[config.mk]
export PLATFORM = sky130hd
export DESIGN_NAME = reorder_buffer
export DESIGN_NICKNAME = d
export VERILOG_FILES = /design/src/rtl/riscv_pkg.sv /design/src/rtl/rob_commit_select.sv /design/src/rtl/reorder_buffer.sv
export SDC_FILE = /design/constraint.sdc
export NUM_CORES = 2
export LEC_CHECK = 0
export ABC_CLOCK_PERIOD_IN_PS = 7430
export CAP_MARGIN = 20
export CELL_PAD_IN_SITES_DETAIL_PLACEMENT = 1
export CELL_PAD_IN_SITES_GLOBAL_PLACEMENT = 1
export CORE_ASPECT_RATIO = 0.9
export CORE_MARGIN = 2
export CORE_UTILIZATION = 25
export CTS_BUF_LIST = sky130_fd_sc_hd__clkbuf_8
export DETAILED_ROUTE_END_ITERATION = 12
export PLACE_DENSITY_LB_ADDON = 0.1
export REMOVE_ABC_BUFFERS = 1
export SETUP_SLACK_MARGIN = 0.5
export SLEW_MARGIN = 10
export SYNTH_ARGS = -nofsm -noshare
export SYNTH_HDL_FRONTEND = slang
export SYNTH_HIERARCHICAL = 1
export SYNTH_SLANG_ARGS = --single-unit
[constraint.sdc]
create_clock -name clk_i -period 7.43 [get_ports clk_i]
set_input_delay 0.743 -clock clk_i [delete_from_list [all_inputs] [get_ports clk_i]]
set_output_delay 0.743 -clock clk_i [all_outputs]
set_load 0.05 [all_outputs]
[src/rtl/riscv_pkg.sv]
// Shared types and default widths for the reorder buffer and its neighbours.
package riscv_pkg;

  localparam int ROB_IDX_W = 4;   // 16 entries by default
  localparam int AREG_W    = 5;   // 32 architectural registers
  localparam int PREG_W    = 6;   // 64 physical registers
  localparam int XLEN      = 32;  // result width

  // One ROB entry at the default widths.
  typedef struct packed {
    logic              valid;
    logic              done;
    logic              regwrite;
    logic [AREG_W-1:0] rd;
    logic [PREG_W-1:0] p_dest;
    logic [PREG_W-1:0] old_dest;
    logic [XLEN-1:0]   val;
  } rob_entry_t;

  // What a forwarding lookup into the ROB returns.
  typedef struct packed {
    logic            ready;
    logic [XLEN-1:0] val;
  } rob_fwd_table_entry_t;

  // Number of set bits in a 2-slot request vector.
  function automatic logic [1:0] slot_count(input logic [1:0] v);
    return {1'b0, v[0]} + {1'b0, v[1]};
  endfunction

endpackage

[src/rtl/rob_commit_select.sv]
// Decides how many head entries retire this cycle (0, 1 or 2, strictly in order).
module rob_commit_select
  import riscv_pkg::*;
(
  input  logic       flush_i,
  input  logic       empty_i,
  input  logic [1:0] head_valid_i,
  input  logic [1:0] head_done_i,
  output logic [1:0] commit_valid_o,
  output logic [1:0] ncommit_o
);

  logic c0;
  logic c1;

  // Slot 1 may only retire when slot 0 does; flush or an empty ROB blocks both.
  always_comb begin
    c0 = 1'b0;
    c1 = 1'b0;
    if (!flush_i && !empty_i) begin
      c0 = head_valid_i[0] & head_done_i[0];
      c1 = c0 & head_valid_i[1] & head_done_i[1];
    end
    commit_valid_o = {c1, c0};
    ncommit_o      = slot_count({c1, c0});
  end

endmodule

[src/rtl/reorder_buffer.sv]
// 2-wide in-order reorder buffer: in-order allocate, out-of-order complete, in-order retire.
module reorder_buffer
  import riscv_pkg::*;
#(
  parameter int NUM_ROB_ENTRIES = 2 ** ROB_IDX_W,
  parameter int NUM_A_REGS      = 2 ** AREG_W,
  parameter int NUM_P_REGS      = 2 ** PREG_W,
  parameter int WORD_SIZE       = XLEN,
  localparam int IDX_W = $clog2(NUM_ROB_ENTRIES),
  localparam int AW    = $clog2(NUM_A_REGS),
  localparam int PW    = $clog2(NUM_P_REGS)
) (
  input  logic                 clk_i,
  input  logic                 rst_ni,
  input  logic                 flush_i,
  output logic                 alloc_ready_o,
  input  logic                 alloc0_valid_i,
  input  logic                 alloc0_regwrite_i,
  input  logic [AW-1:0]        alloc0_rd_i,
  input  logic [PW-1:0]        alloc0_p_dest_i,
  input  logic [PW-1:0]        alloc0_old_dest_i,
  output logic [IDX_W-1:0]     alloc0_idx_o,
  input  logic                 alloc1_valid_i,
  input  logic                 alloc1_regwrite_i,
  input  logic [AW-1:0]        alloc1_rd_i,
  input  logic [PW-1:0]        alloc1_p_dest_i,
  input  logic [PW-1:0]        alloc1_old_dest_i,
  output logic [IDX_W-1:0]     alloc1_idx_o,
  input  logic                 cmpl0_valid_i,
  input  logic [IDX_W-1:0]     cmpl0_idx_i,
  input  logic [WORD_SIZE-1:0] cmpl0_val_i,
  input  logic                 cmpl1_valid_i,
  input  logic [IDX_W-1:0]     cmpl1_idx_i,
  input  logic [WORD_SIZE-1:0] cmpl1_val_i,
  output logic                 commit0_valid_o,
  output logic                 commit0_free_en_o,
  output logic [PW-1:0]        commit0_free_preg_o,
  output logic [AW-1:0]        commit0_rd_o,
  output logic [WORD_SIZE-1:0] commit0_val_o,
  output logic                 commit1_valid_o,
  output logic                 commit1_free_en_o,
  output logic [PW-1:0]        commit1_free_preg_o,
  output logic [AW-1:0]        commit1_rd_o,
  output logic [WORD_SIZE-1:0] commit1_val_o,
  input  logic [IDX_W-1:0]     fwd0_idx_i,
  output logic                 fwd0_ready_o,
  output logic [WORD_SIZE-1:0] fwd0_val_o,
  input  logic [IDX_W-1:0]     fwd1_idx_i,
  output logic                 fwd1_ready_o,
  output logic [WORD_SIZE-1:0] fwd1_val_o,
  output logic [IDX_W:0]       count_o
);

  localparam int PTR_W = IDX_W + 1;  // extra wrap bit distinguishes full from empty

  // Entry storage: status bits are reset, payload is not.
  logic [NUM_ROB_ENTRIES-1:0]                valid_q, valid_d;
  logic [NUM_ROB_ENTRIES-1:0]                done_q, done_d;
  logic [NUM_ROB_ENTRIES-1:0]                regwrite_q, regwrite_d;
  logic [NUM_ROB_ENTRIES-1:0][AW-1:0]        rd_q, rd_d;
  logic [NUM_ROB_ENTRIES-1:0][PW-1:0]        p_dest_q, p_dest_d;
  logic [NUM_ROB_ENTRIES-1:0][PW-1:0]        old_dest_q, old_dest_d;
  logic [NUM_ROB_ENTRIES-1:0][WORD_SIZE-1:0] val_q, val_d;

  logic [PTR_W-1:0] head_q, head_d;
  logic [PTR_W-1:0] tail_q, tail_d;
  logic [PTR_W-1:0] count_q, count_d;

  // Per-slot views of the scalar ports.
  logic [1:0]                alloc_valid, alloc_take, alloc_regwrite;
  logic [1:0][AW-1:0]        alloc_rd;
  logic [1:0][PW-1:0]        alloc_p_dest, alloc_old_dest;
  logic [1:0][IDX_W-1:0]     alloc_slot_idx;
  logic [1:0]                cmpl_valid;
  logic [1:0][IDX_W-1:0]     cmpl_idx;
  logic [1:0][WORD_SIZE-1:0] cmpl_val;
  logic [1:0][IDX_W-1:0]     head_idx;
  logic [1:0]                commit_valid;
  logic [1:0]                ncommit;
  logic [1:0]                nalloc;
  logic [1:0]                commit_free_en;
  logic [1:0][PW-1:0]        commit_free_preg;
  logic [1:0][AW-1:0]        commit_rd;
  logic [1:0][WORD_SIZE-1:0] commit_val;
  logic [1:0][IDX_W-1:0]     fwd_idx;
  logic [1:0]                fwd_ready;
  logic [1:0][WORD_SIZE-1:0] fwd_val;
  logic                      rob_empty;

  // The physical destination travels with the entry but nothing downstream of retire reads it.
  logic unused_p_dest;
  assign unused_p_dest = ^p_dest_q;

  // Readiness uses the registered count only; retires in the same cycle are not credited.
  assign alloc_ready_o = (count_q <= PTR_W'(NUM_ROB_ENTRIES - 2));
  assign count_o       = count_q;
  assign rob_empty     = (head_q == tail_q);

  assign alloc_valid    = {alloc1_valid_i, alloc0_valid_i};
  assign alloc_take     = alloc_valid & {2{alloc_ready_o}};
  assign alloc_regwrite = {alloc1_regwrite_i, alloc0_regwrite_i};
  assign alloc_rd       = {alloc1_rd_i, alloc0_rd_i};
  assign alloc_p_dest   = {alloc1_p_dest_i, alloc0_p_dest_i};
  assign alloc_old_dest = {alloc1_old_dest_i, alloc0_old_dest_i};
  assign cmpl_valid     = {cmpl1_valid_i, cmpl0_valid_i};
  assign cmpl_idx       = {cmpl1_idx_i, cmpl0_idx_i};
  assign cmpl_val       = {cmpl1_val_i, cmpl0_val_i};
  assign fwd_idx        = {fwd1_idx_i, fwd0_idx_i};

  // Slot 1 takes slot 0's place when slot 0 is idle, keeping allocation dense.
  assign alloc_slot_idx[0] = tail_q[IDX_W-1:0];
  assign alloc_slot_idx[1] = tail_q[IDX_W-1:0] + IDX_W'(alloc0_valid_i);
  assign head_idx[0]       = head_q[IDX_W-1:0];
  assign head_idx[1]       = head_q[IDX_W-1:0] + IDX_W'(1);
  assign nalloc            = slot_count(alloc_take);

  assign alloc0_idx_o = alloc_slot_idx[0];
  assign alloc1_idx_o = alloc_slot_idx[1];

  rob_commit_select u_commit_select (
    .flush_i        (flush_i),
    .empty_i        (rob_empty),
    .head_valid_i   ({valid_q[head_idx[1]], valid_q[head_idx[0]]}),
    .head_done_i    ({done_q[head_idx[1]], done_q[head_idx[0]]}),
    .commit_valid_o (commit_valid),
    .ncommit_o      (ncommit)
  );

  for (genvar gi = 0; gi < 2; gi++) begin : g_slot_view
    assign commit_free_en[gi]   = commit_valid[gi] & regwrite_q[head_idx[gi]];
    assign commit_free_preg[gi] = old_dest_q[head_idx[gi]];
    assign commit_rd[gi]        = rd_q[head_idx[gi]];
    assign commit_val[gi]       = val_q[head_idx[gi]];
    assign fwd_ready[gi]        = valid_q[fwd_idx[gi]] & done_q[fwd_idx[gi]];
    assign fwd_val[gi]          = val_q[fwd_idx[gi]];
  end

  assign commit0_valid_o     = commit_valid[0];
  assign commit0_free_en_o   = commit_free_en[0];
  assign commit0_free_preg_o = commit_free_preg[0];
  assign commit0_rd_o        = commit_rd[0];
  assign commit0_val_o       = commit_val[0];
  assign commit1_valid_o     = commit_valid[1];
  assign commit1_free_en_o   = commit_free_en[1];
  assign commit1_free_preg_o = commit_free_preg[1];
  assign commit1_rd_o        = commit_rd[1];
  assign commit1_val_o       = commit_val[1];
  assign fwd0_ready_o        = fwd_ready[0];
  assign fwd0_val_o          = fwd_val[0];
  assign fwd1_ready_o        = fwd_ready[1];
  assign fwd1_val_o          = fwd_val[1];

  // Next state: completions, then retire clears, then new allocations; flush wipes everything.
  always_comb begin
    valid_d    = valid_q;
    done_d     = done_q;
    regwrite_d = regwrite_q;
    rd_d       = rd_q;
    p_dest_d   = p_dest_q;
    old_dest_d = old_dest_q;
    val_d      = val_q;
    head_d     = head_q + PTR_W'(ncommit);
    tail_d     = tail_q + PTR_W'(nalloc);
    count_d    = count_q + PTR_W'(nalloc) - PTR_W'(ncommit);
    // Port 1 is applied last so it wins a same-index collision.
    for (int s = 0; s < 2; s++) begin
      if (cmpl_valid[s] && valid_q[cmpl_idx[s]]) begin
        done_d[cmpl_idx[s]] = 1'b1;
        val_d[cmpl_idx[s]]  = cmpl_val[s];
      end
    end
    for (int s = 0; s < 2; s++) begin
      if (commit_valid[s]) begin
        valid_d[head_idx[s]] = 1'b0;
        done_d[head_idx[s]]  = 1'b0;
      end
    end
    for (int s = 0; s < 2; s++) begin
      if (alloc_take[s]) begin
        valid_d[alloc_slot_idx[s]]    = 1'b1;
        done_d[alloc_slot_idx[s]]     = 1'b0;
        regwrite_d[alloc_slot_idx[s]] = alloc_regwrite[s];
        rd_d[alloc_slot_idx[s]]       = alloc_rd[s];
        p_dest_d[alloc_slot_idx[s]]   = alloc_p_dest[s];
        old_dest_d[alloc_slot_idx[s]] = alloc_old_dest[s];
      end
    end
    if (flush_i) begin
      valid_d = '0;
      done_d  = '0;
      head_d  = '0;
      tail_d  = '0;
      count_d = '0;
    end
  end

  // Status bits and pointers.
  always_ff @(posedge clk_i or negedge rst_ni) begin
    if (!rst_ni) begin
      valid_q <= '0;
      done_q  <= '0;
      head_q  <= '0;
      tail_q  <= '0;
      count_q <= '0;
    end else begin
      valid_q <= valid_d;
      done_q  <= done_d;
      head_q  <= head_d;
      tail_q  <= tail_d;
      count_q <= count_d;
    end
  end

  // Entry payload; only meaningful while the matching valid bit is set.
  always_ff @(posedge clk_i) begin
    regwrite_q <= regwrite_d;
    rd_q       <= rd_d;
    p_dest_q   <= p_dest_d;
    old_dest_q <= old_dest_d;
    val_q      <= val_d;
  end

endmodule

Word level (Yosys, flattened, before mapping) --
Cells that the tools add are included.
Cells by class: $add $sub $neg 8, order comparisons 15, equal/unequal tests 1, muxes and demuxes 97, bitwise logic cells 22, reductions and logical operators 11
Operators by type and width (number):
- bitwise mux 512 bit | 2
- two-way mux 512 bit | 2
- binary-select mux 32 bit (select 4 bit) | 4
- demux 32 bit (select 4 bit) | 2
- two-way mux 16 bit | 14
- bitwise mux 96 bit | 2
- two-way mux 32 bit | 6
- two-way mux 96 bit | 2
- bitwise mux 80 bit | 2
- two-way mux 80 bit | 2
- AND 16 bit | 6
- inverter 16 bit | 4
- OR 16 bit | 4
- binary-select mux 1 bit (select 4 bit) | 12
- binary-select mux 6 bit (select 4 bit) | 2
- demux 6 bit (select 4 bit) | 2
- binary-select mux 5 bit (select 4 bit) | 2
- demux 5 bit (select 4 bit) | 2
- less-than comparator 4 x 5 -> 1 bit (second input constant) | 8
- two-way mux 5 bit | 7
- bitwise mux 16 bit | 2
- demux 1 bit (select 4 bit) | 6
- greater-or-equal comparator 4 x 1 -> 1 bit (second input constant) | 6
- two-way mux 6 bit | 4
- other kinds (12) | 49
Storage, ports and cells: bits in registers 751, input bits 123, output and inout port bits 170, logic and storage cells 208

Depth between registers and ports, before layout --
word-level depth 17, mapped depth 19, gate-level depth less buffers 16

Modules after synthesis --
The synthesis kept the hierarchy.
Modules (own cells, without submodules):
- reorder_buffer | times used 1, cells an instance 4583, area an instance 51065.2 um^2, seq. area each 15269.6 um^2
- rob_commit_select | times used 1, cells an instance 5, area an instance 46.3 um^2, seq. area each 0.0 um^2

Worst setup path after synthesis --
Ideal clock, no wire load.
kind flip-flop to flip-flop, from register head_q[1], to register count_q[4], in the netlist count_o[4], library setup time 0.132 ns, arrival time 5.098 ns, required time 7.298 ns, slack 2.200 ns, cell stages (with the launch flop) 20, buffers on the path 5, clock period less this slack 5.230 ns, cell sequence dfrtp_1 buf_2 clkbuf_1 clkbuf_1 inv_1 ha_1 clkbuf_1 clkbuf_1 mux4_2 mux4_2 and3_1 ha_1 ha_1 inv_1 ha_1 fa_1 a21o_1 a21oi_1 xor2_1 nor2_1
Between the ends: longest elaborated chain between the ends 9, elaborated cells on any way between the ends 20, classes of those cells add/sub: 3; eq/ne: 1; mux: 11; bitwise: 3; reduce/logical: 2
RTL lines:
- start, declared | line reorder_buffer.sv:65 | logic [PTR_W-1:0] head_q, head_d;
- start signal, assigned | line reorder_buffer.sv:202 | head_q <= '0;
- start signal, assigned | line reorder_buffer.sv:208 | head_q <= head_d;
- adder 4 x 1 -> 4 bit, or another cell as far along | line reorder_buffer.sv:114 | assign head_idx[1] = head_q[IDX_W-1:0] + IDX_W'(1);
- binary-select mux 1 bit (select 4 bit), or another cell as far along | line reorder_buffer.sv:123 | .head_valid_i ({valid_q[head_idx[1]], valid_q[head_idx[0]]}),
- two-way mux 1 bit (not written as such) or AND 1 bit (tied branches) | line reorder_buffer.sv:123, rob_commit_select.sv:21
- AND 1 bit (2 in a row) | line rob_commit_select.sv:22 | c1 = c0 & head_valid_i[1] & head_done_i[1];
- two-way mux 1 bit (*) | line rob_commit_select.sv:20 | if (!flush_i && !empty_i) begin
- via u_commit_select.c1 | line rob_commit_select.sv:14 | logic c1;
- adder 1 x 1 -> 2 bit (*) | line riscv_pkg.sv:28 | return {1'b0, v[0]} + {1'b0, v[1]};
- via ncommit[0] | line reorder_buffer.sv:79 | logic [1:0] ncommit;
- subtractor 5 x 2 -> 5 bit (*) | line reorder_buffer.sv:164 | count_d = count_q + PTR_W'(nalloc) - PTR_W'(ncommit);
- two-way mux 5 bit (*) | line reorder_buffer.sv:188 | if (flush_i) begin
- via count_d[4] | line reorder_buffer.sv:67 | logic [PTR_W-1:0] count_q, count_d;
- end signal, assigned | line reorder_buffer.sv:210 | count_q <= count_d;
- end, declared | line reorder_buffer.sv:67
The timed path passes the listed nets; every way through them passes the cells marked *. The select of a mux whose other input is x is not followed.

Final worst setup path --
from register head_q[0], to output commit1_free_en_o
Between the ends: longest elaborated chain between the ends 7, elaborated cells on any way between the ends 19, classes of those cells add/sub: 1; eq/ne: 1; mux: 11; bitwise: 4; reduce/logical: 2
RTL lines:
- adder 4 x 1 -> 4 bit, or another cell as far along | line reorder_buffer.sv:114
- binary-select mux 1 bit (select 4 bit), or another cell as far along | line reorder_buffer.sv:123
- two-way mux 1 bit (not written as such) or AND 1 bit (tied branches) | line reorder_buffer.sv:123, rob_commit_select.sv:21
- AND 1 bit (2 in a row) | line rob_commit_select.sv:22
- two-way mux 1 bit | line rob_commit_select.sv:20
- AND 1 bit (*) | line reorder_buffer.sv:130 | assign commit_free_en[gi] = commit_valid[gi] & regwrite_q[head_idx[gi]];
- end, declared | line reorder_buffer.sv:41 | output logic commit1_free_en_o,
Mark *: on every way between the ends. The rest lies on a longest branch, timed or not. The select of a mux whose other input is x is not followed.

==> reports/qor.yml <==
clk_pin_slew_ps: 60
hold_class: "in2reg"
drv_slew: 0
die_height_microns: 433.0
crit_fanout: 48
syn_inst: 4588
yosys_most_used_dff: "dfxtp_1"
worst_slew_pin_slew_ps: 1091
drc_errors: 0
crit_type: "reg2out"
setup_tns_ps: 0
clk_latency_ps: 940
fmax_ghz: 0.1528
power.clock.fraction_pct: 30.5
grt_pass1_vias: 42010
grt_first_pass_wirelength_microns: 338900
clock_path_buffers: 3
cts_tree: "built"
drive_gt1_share_pct: 25.33
ioPinCount: 293
async_flop_share_pct: 6.258
drt_iter0_markers: 3401
vias_per_cell: 5.522
synth_edf_count: 0
root_buffer: "clkbuf_8"
drv_cap: 0
start_kind: "register"
period_share_pct: 88.11
cp-end-kind: "output port"
yosysWarnings: 6
critPathArrivalTime_ps: 5800
area_growth_pct: 16.24
p_per_area_nw_per_um2: 259.2
grt-ovfl-total: 0
syn_area_sq_um: 51110
sequentialPowerShare_pct: 36.3
multiInputGateArea_sq_um: 33690
drtAntennaViolNets: 0
leakagePower_nw: 20.77
numPortBuffers: 280
first_pass_iters: 5
vias: 40980
netlist-cell-type-count: 65
swShare_pct: 37.83
cts_buffers: 162
nets: 4730
mostFrequentLayoutCells: "mux4_2 (783), mux2i_1 (704), dfxtp_1 (704), nand2_1 (575), o21ai_0 (514)"
period_minus_slack_ps: 6546
cts-htree-levels: 4
wire_per_inst_microns: 32.57
internal-power_mw: 9.573
fin_util_pct: 29.22
yosysSeqAreaShare_pct: 29.88
grt.total_usage_pct: 22.88
grt_max_degree: 117
die_w_microns: 480.6
hpwlAfterDp_microns: 140400
die-area_sq_um: 208100
peakVddDrop_mv: 0.1542
fillers: 22330
core_sq_um: 203300
final_common_cell: "mux4_2"
relSlewSlack_pct: 27.09
p_switching_mw: 5.824
status: "completed"
rsz0062_at_grt: "no"
finalHoldViolations: 0
core.rowCount: 157
synth_seq_cells: 751
total_power_mw: 15.40
r2r_cells: 14
cp.required_ps: 6690
power_frac_comb_pct: 33.2
floorplan.initialDensity_pct: 25.14
setup_viol: 0
regArea_sq_um: 15280
clock_skew_ps: 33.64
antenna_found_initial: 22
clock_sinks: 751
whs_path_depth: 3
avgSynthCellArea_sq_um: 11.14
drt_wl_total_microns: 241700
routabilityCongestion: 0.7652
what timing repair did:
item | in CTS | in global routing
resized for setup | 1 | 2
buffers inserted | 0 | 1
hold buffers | 1 | 0
hold endpoints to repair | 39 | 0
endpoints found under the setup margin | 1 | 2
critical path, stage by stage (launching register included):
cell and delay (ps):
dfrtp_4 850, inv_1 260, ha_4 880, buf_6 620, mux4_2 370, nor3b_1 190
a221oi_1 90, a41oi_1 530, clkdlybuf4s50_1 920
per-stage QoR:
stage / hold slack (ps) / area [sq um] / setup WS (ps) / instances
after detailed placement: 539.9 / 56120 / 1375 / 7118
final: 497.0 / 59410 / 883.8 / 7420
after floorplan: 447.4 / 48750 / -15560 / 4030
after CTS: 449.3 / 59340 / 539.8 / 7404
after global routing: 501.8 / 59400 / 704.0 / 7416
after global placement: 523.0 / 56100 / 1492 / 7117
synthesized netlist by cell type, drive strengths merged (3+ instances only):
cell	instances	share of area, %
nor2b	23	0.28
o21ai	543	5.3
nand3	24	0.24
a31oi	7	0.11
o21bai	5	0.081
xnor2	11	0.22
dfxtp	704	28
o211ai	14	0.23
and2	19	0.23
a221oi	13	0.22
nor3	7	0.069
a21oi	196	1.9
mux2i	704	14
and3	24	0.29
dfrtp	47	2.3
o2bb2ai	11	0.19
xor2	9	0.17
a21o	5	0.073
nor2	205	1.5
fa	4	0.16
nor4b	3	0.051
nand3b	3	0.044
mux4	783	35
ha	22	0.54
o31ai	3	0.044
clkbuf	315	2.3
nand2	575	4.2
inv	19	0.14
a2111o	3	0.066
nand2b	4	0.049
buf	243	2.3
nor3b	5	0.073
nand4	3	0.037
o311a	9	0.18
power by group through the flow:
stage / Sequential [mW] / Combinational (mW) / Clock, mW
3_3_place_gp: 5.62 / 5.07 / 0
3_5_place_dp: 5.64 / 5.12 / 0
4_1_cts: 5.57 / 5.15 / 4.89
5_1_grt: 5.71 / 5.40 / 5.05
2_1_floorplan: 5.40 / 3.38 / 0
6_report: 5.60 / 5.11 / 4.69
kinds of logic (layout without fill, tap and decap cells):
logic type                 count (synthesis)  after routing  share of synthesized area, %
adders and majority gates                 26             26                        0.6952
AOI/OAI and AO/OA                        826            826                         8.764
other                                      0             15                             0
DFF                                      751            751                         29.88
xor gates and xnor gates                  20             20                        0.3868
muxes                                   1487           1487                         48.29
and+or+nand+nor                          901            901                         7.229
buffers and inverters                    577            691                         4.761
final timing paths:
path | to | slack, ps | start
max in group asynchronous | head_q[3]$_DFF_PN0_ | 6210 | rst_ni
worst max-delay path | commit1_free_en_o | 880 | head_q[0]$_DFF_PN0_
min in group asynchronous | done_q[15]$_DFF_PN0_ | 530 | rst_ni
worst min-delay path | count_o[3]$_DFF_PN0_ | 500 | flush_i
worst min register to register | old_dest_q[93]$_DFF_P_ | 550 | old_dest_q[93]$_DFF_P_
worst max register to register | count_o[4]$_DFF_PN0_ | 1860 | head_q[0]$_DFF_PN0_
routing by layer:
metal  GRT usage (%)  routed length (microns)  part of all wire (%)
met2           36.14                   111300                    46
met3           3.682                    11730                   4.9
met1           31.49                   110300                    46
met5               0                       13                0.0054
met4           8.171                     8350                   3.5
area by class of cell:
cell class / instances / share of cell area (%)
Clock inverter: 88 / 0.8340
Clock buffer: 197 / 4.564
Antenna cell: 15 / 0.06318
Inverter: 19 / 0.1200
Sequential cell: 751 / 25.73
Timing Repair Buffer: 387 / 6.291
Tap cell: 2703 / 5.693
Multi-Input combinational cell: 3260 / 56.71
sequential cells by signal, summed over array words and instances, names as in the netlist:
signal	count
head_q	5
tail_q	5
rd_q	80
valid_q	16
old_dest_q	96
count_o	5
done_q	16
regwrite_q	16
val_q	512
Note: power is estimated with default switching activity, not from simulation.
